[src/rtl/metropolis_accept.sv]
// Metropolis acceptance test: two-stage pipeline deciding accept when dE <= 0
// or beta*dE < -ln(u), with delivered/accepted decision counters.
module metropolis_accept #(
   parameter int TAG_W = 16,
   parameter int CNT_W = 32
) (
   input  logic             clk,
   input  logic             rst,
   input  logic             in_valid,
   output logic             in_ready,
   input  logic [31:0]      in_de,
   input  logic [31:0]      in_beta,
   input  logic [31:0]      in_nlog,
   input  logic [TAG_W-1:0] in_tag,
   output logic             out_valid,
   input  logic             out_ready,
   output logic             out_accept,
   output logic [TAG_W-1:0] out_tag,
   input  logic             clr_stats,
   output logic [CNT_W-1:0] n_total,
   output logic [CNT_W-1:0] n_accept
);

   // Handshake: a transfer happens on a rising edge where valid && ready.
   // The whole pipe shifts together whenever the output slot is free or being
   // drained, so in_ready is a function of out_ready and registered state only.
   logic advance;
   assign advance  = !out_valid || out_ready;
   assign in_ready = advance;

   logic             s1_valid;
   logic             s1_force;
   logic [31:0]      s1_prod;
   logic [31:0]      s1_nlog;
   logic [TAG_W-1:0] s1_tag;

   logic        de_nonpos;
   logic [63:0] raw_prod;
   logic [63:0] shifted;
   logic [31:0] sat_prod;
   logic        decide;

   // Positive dE never has bit 31 set, so its magnitude is just bits 30:0.
   always_comb begin
      de_nonpos = in_de[31] || (in_de == 32'd0);
      raw_prod  = {32'd0, in_beta} * {33'd0, in_de[30:0]};
      shifted   = raw_prod >> 16;
      sat_prod  = (|shifted[63:32]) ? 32'hFFFF_FFFF : shifted[31:0];
      decide    = s1_valid && (s1_force || (s1_prod < s1_nlog));
   end

   always_ff @(posedge clk) begin
      if (rst) begin
         s1_valid   <= 1'b0;
         s1_force   <= 1'b0;
         s1_prod    <= 32'd0;
         s1_nlog    <= 32'd0;
         s1_tag     <= '0;
         out_valid  <= 1'b0;
         out_accept <= 1'b0;
         out_tag    <= '0;
      end else if (advance) begin
         s1_valid   <= in_valid;
         s1_force   <= de_nonpos;
         s1_prod    <= sat_prod;
         s1_nlog    <= in_nlog;
         s1_tag     <= in_tag;
         out_valid  <= s1_valid;
         out_accept <= decide;
         out_tag    <= s1_tag;
      end
   end

   always_ff @(posedge clk) begin
      if (rst || clr_stats) begin
         n_total  <= '0;
         n_accept <= '0;
      end else if (out_valid && out_ready) begin
         n_total <= n_total + CNT_W'(1);
         if (out_accept) begin
            n_accept <= n_accept + CNT_W'(1);
         end
      end
   end

endmodule

[config.mk]
export PLATFORM = sky130hd
export DESIGN_NAME = metropolis_accept
export DESIGN_NICKNAME = d
export VERILOG_FILES = /design/src/rtl/metropolis_accept.sv
export SDC_FILE = /design/constraint.sdc
export NUM_CORES = 2
export LEC_CHECK = 0
export BUFFER_PORTS_ARGS = -buffer_cell sky130_fd_sc_hd__buf_2
export CAP_MARGIN = 20
export CORE_ASPECT_RATIO = 1.1
export CORE_MARGIN = 8
export CORE_UTILIZATION = 50
export CTS_CLUSTER_SIZE = 20
export DETAILED_ROUTE_END_ITERATION = 10
export PLACE_DENSITY = 0.67
export SLEW_MARGIN = 20
export SYNTH_ARGS = -nofsm -noshare
export SYNTH_HDL_FRONTEND = slang
export SYNTH_SLANG_ARGS = --single-unit
[constraint.sdc]
create_clock -name clk -period 24.7 [get_ports clk]
set_clock_uncertainty 0.2 [all_clocks]
set_input_delay 2.47 -clock clk [delete_from_list [all_inputs] [get_ports clk]]
set_output_delay 2.47 -clock clk [all_outputs]
set_load 0.01 [all_outputs]
==> results.py <==
metrics = {
    "clock_tree": {
        "cts_made_buffers": 17,
        "holdBufCountCts": 0,
        "cts_tree": "built",
        "cts-resized-gates": 0,
        "postCtsSetupRepairBufs": 0,
        "clk_root_buffer_cell": "clkbuf_16",
        "cts.clk_slew.worst_paths_ns": 0.07,
        "cts_max_path_buffers": 2,
        "cts_max_level": 4,
        "worstSkewPairLatency_ns": 0.43,
        "numClockSinks": 164,
    },
    "run_status": {
        "status": "finished, final reports clean",
    },
    "global_route": {
        "global_route_wire_length_before_repair_um": 184900,
        "via_count_of_the_first_global_routing_pass": 33390,
        "largest_net_degree_at_the_start_of_global_routing": 99,
        "number_of_antenna_violations_at_the_first_check_in_global_routing": 1,
        "gr-usage-all-layers_pct": 26.32,
        "grt_overflow": 0,
    },
    "yosys": {
        "unique_masters_post_synth": 70,
        "postSynthRegisterBits": 164,
        "netlist_top_cells_area": "fa_1, and2_1, ha_1",
        "post_synth_most_frequent_cells": "fa_1, inv_1, nand2_1",
        "seq_area_frac_synth_pct": 8.307,
        "synth_largest_type_area_fraction_pct": 43.82,
        "synth_area_per_cell_um2": 8.783,
        "post_synth_edffs": 0,
        "ys_dominant_reg_cell": "dfxtp_1",
        "yosysTopAreaCell": "fa_1",
        "synth_warnings": 0,
        "synth.cell_area_um2": 39520,
        "syn_nets": 5768,
        "async_flop_share_pct": 0,
        "postSynthCellCount": 4500,
        "most_used_standard_cell_by_instance_count_after_synthesis": "fa_1",
    },
    "worst_setup_path": {
        "worstSetupEndpointType": "register",
        "worstPathMaxFanout": 32,
        "worst_setup_path_start_kind": "input pin",
        "worst-r2r-cell-count": 9,
        "critical_path_class": "in2reg",
        "critPathRequiredTime_ns": 24.85,
        "arrival_ns": 11.22,
    },
    "timing": {
        "relSlewSlack_pct": 33.21,
        "setup_tns_ns": 0,
        "grt_setup_unrepaired": "no",
        "tightestPinTransition_ns": 0.9994,
        "maxClockFrequency_mhz": 90.34,
        "timing.final.max_slew_violations": 0,
        "hold_viol": 0,
        "setup_violations": 0,
        "min_period_over_period_pct": 44.82,
        "min_period_ns": 11.07,
    },
    "layout": {
        "syn_to_final_growth_pct": 5.173,
        "multi_input_area_um2": 32020,
        "seq_area_um2": 3283,
        "fill_cells": 7426,
        "drive_above_1_share_pct": 5.971,
        "layout.nets": 5743,
    },
    "floorplan": {
        "chipHeight_um": 310.9,
        "initial_core_util_pct": 50.25,
        "floorplan.core_area_um2": 78650,
        "num_io_pins": 200,
        "die_outline_area_um2": 88310,
        "chipWidth_um": 284.1,
        "rows": 108,
    },
    "routing": {
        "drt_iter0_markers": 1982,
        "totalWireLength_um": 113600,
        "first_pass_iteration_count_of_the_detailed_router": 6,
        "post_drt_via_cell_ratio": 5.482,
        "ant_nets": 0,
        "drc": 0,
        "route.vias.total": 30350,
        "drt-wirelength-per-cell_um": 20.53,
    },
    "place": {
        "dp_hpwl_um": 86110,
        "port-buffer-count": 199,
        "gpl.final_weighted_congestion": 0.9164,
    },
    "run": {
        "max_cap_viol_count": 0,
    },
    "hold_path": {
        "hold_path_class": "reg2reg",
        "whs_path_depth": 2,
    },
}
per-layer routing:
metal / wire [µm] / GRT usage, % / vias up
met1: 43570 / 31.38 / 15590
met3: 5498 / 3.066 / 294
met5: 13 / 0 / -
li1: - / - / 13450
met4: 6922 / 13.65 / 2
met2: 57610 / 46.48 / 1013
sequential cells by signal, indices dropped and copies added, names as in the netlist, 16 cells and up:
signal	cells
n_total	32
s1_prod	32
out_tag	16
n_accept	32
s1_nlog	32
s1_tag	16
per-stage QoR:
| stage | util, % | hold WS (ns) | cell area (µm²) | setup slack, ns | std cells |
|---|---|---|---|---|---|
| 5_1_grt | 52.85 | 0.2631 | 41560 | 13.06 | 5533 |
| 2_1_floorplan | - | 0.2319 | 39520 | 14.91 | 4500 |
| 3_3_place_gp | 52.06 | 0.2359 | 40940 | 13.08 | 5501 |
| 3_5_place_dp | 52.06 | 0.2411 | 40940 | 13.27 | 5501 |
| 4_1_cts | 52.85 | 0.2505 | 41560 | 13.68 | 5533 |
| 6_report | 52.85 | 0.2492 | 41570 | 13.63 | 5535 |
final timing paths:
path | slack (ns) | end | start
hold reg to reg | 0.25 | out_tag[12]$_SDFFE_PP0P_ | out_tag[12]$_SDFFE_PP0P_
hold / removal | 0.25 | out_tag[12]$_SDFFE_PP0P_ | out_tag[12]$_SDFFE_PP0P_
setup reg to reg | 21.43 | s1_prod[24]$_SDFFE_PP0P_ | out_valid$_SDFFE_PP0P_
setup / recovery | 13.63 | s1_prod[24]$_SDFFE_PP0P_ | in_beta[27]
layout by cell type (no fill, tap or decap), drive strengths merged, types with 7 or more instances in the layout:
cell type,instances
inv,868
fa,865
nand2,638
and2,594
ha,286
buf,213
dfxtp,164
nor2,159
a21oi,153
o21ai,95
xor2,57
xnor2,41
a31oi,41
nand4,40
nand3,39
a21o,28
and3,20
nor3,19
clkbuf,17
nor4,15
a211oi,12
or3,11
and4,11
o21bai,10
or2,7
logic make-up (layout without fill, tap and decap cells):
kind of cell	Yosys count	count (layout)	synth area share, %
other	0	2	0
xor gates and xnor gates	98	98	2.172
and+or+nand+nor	1572	1572	19.84
buffers and inverters	1119	1107	10.75
AOI/OAI and AO/OA	390	390	5.911
muxes	6	6	0.1520
adders and majority gates	1151	1151	52.87
DFF	164	164	8.307
worst max-delay path: stages:
cell and delay, ns:
buf_2 0.65, nand2_1 0.18, fa_1 0.56, fa_1 0.55, fa_1 0.54, fa_1 0.53, inv_1 0.06, fa_1 0.54
fa_1 0.43, fa_1 0.49, inv_1 0.08, fa_1 0.49, inv_1 0.04, ha_1 0.40, o21ai_0 0.27, o211ai_1 0.11
a21boi_0 0.32, nand2b_1 0.12, a2111oi_1 0.90, nor2_1 0.25, o31ai_1 0.44, xnor2_2 0.15, buf_4 0.33, nor2_1 0.09
a31oi_1 0.19
final cells by class:
type / instances / share of cell area (%)
Antenna cell: 2 / 0.01204
Clock buffer: 17 / 1.023
Clock inverter: 15 / 0.4636
Inverter: 862 / 7.784
Multi-Input combinational cell: 3217 / 77.02
Sequential cell: 164 / 7.899
Tap cell: 1045 / 3.146
Timing Repair Buffer: 213 / 2.649
Power is not shown: default switching activity piles up to over one toggle a cycle in this logic, so the estimate is an artifact.
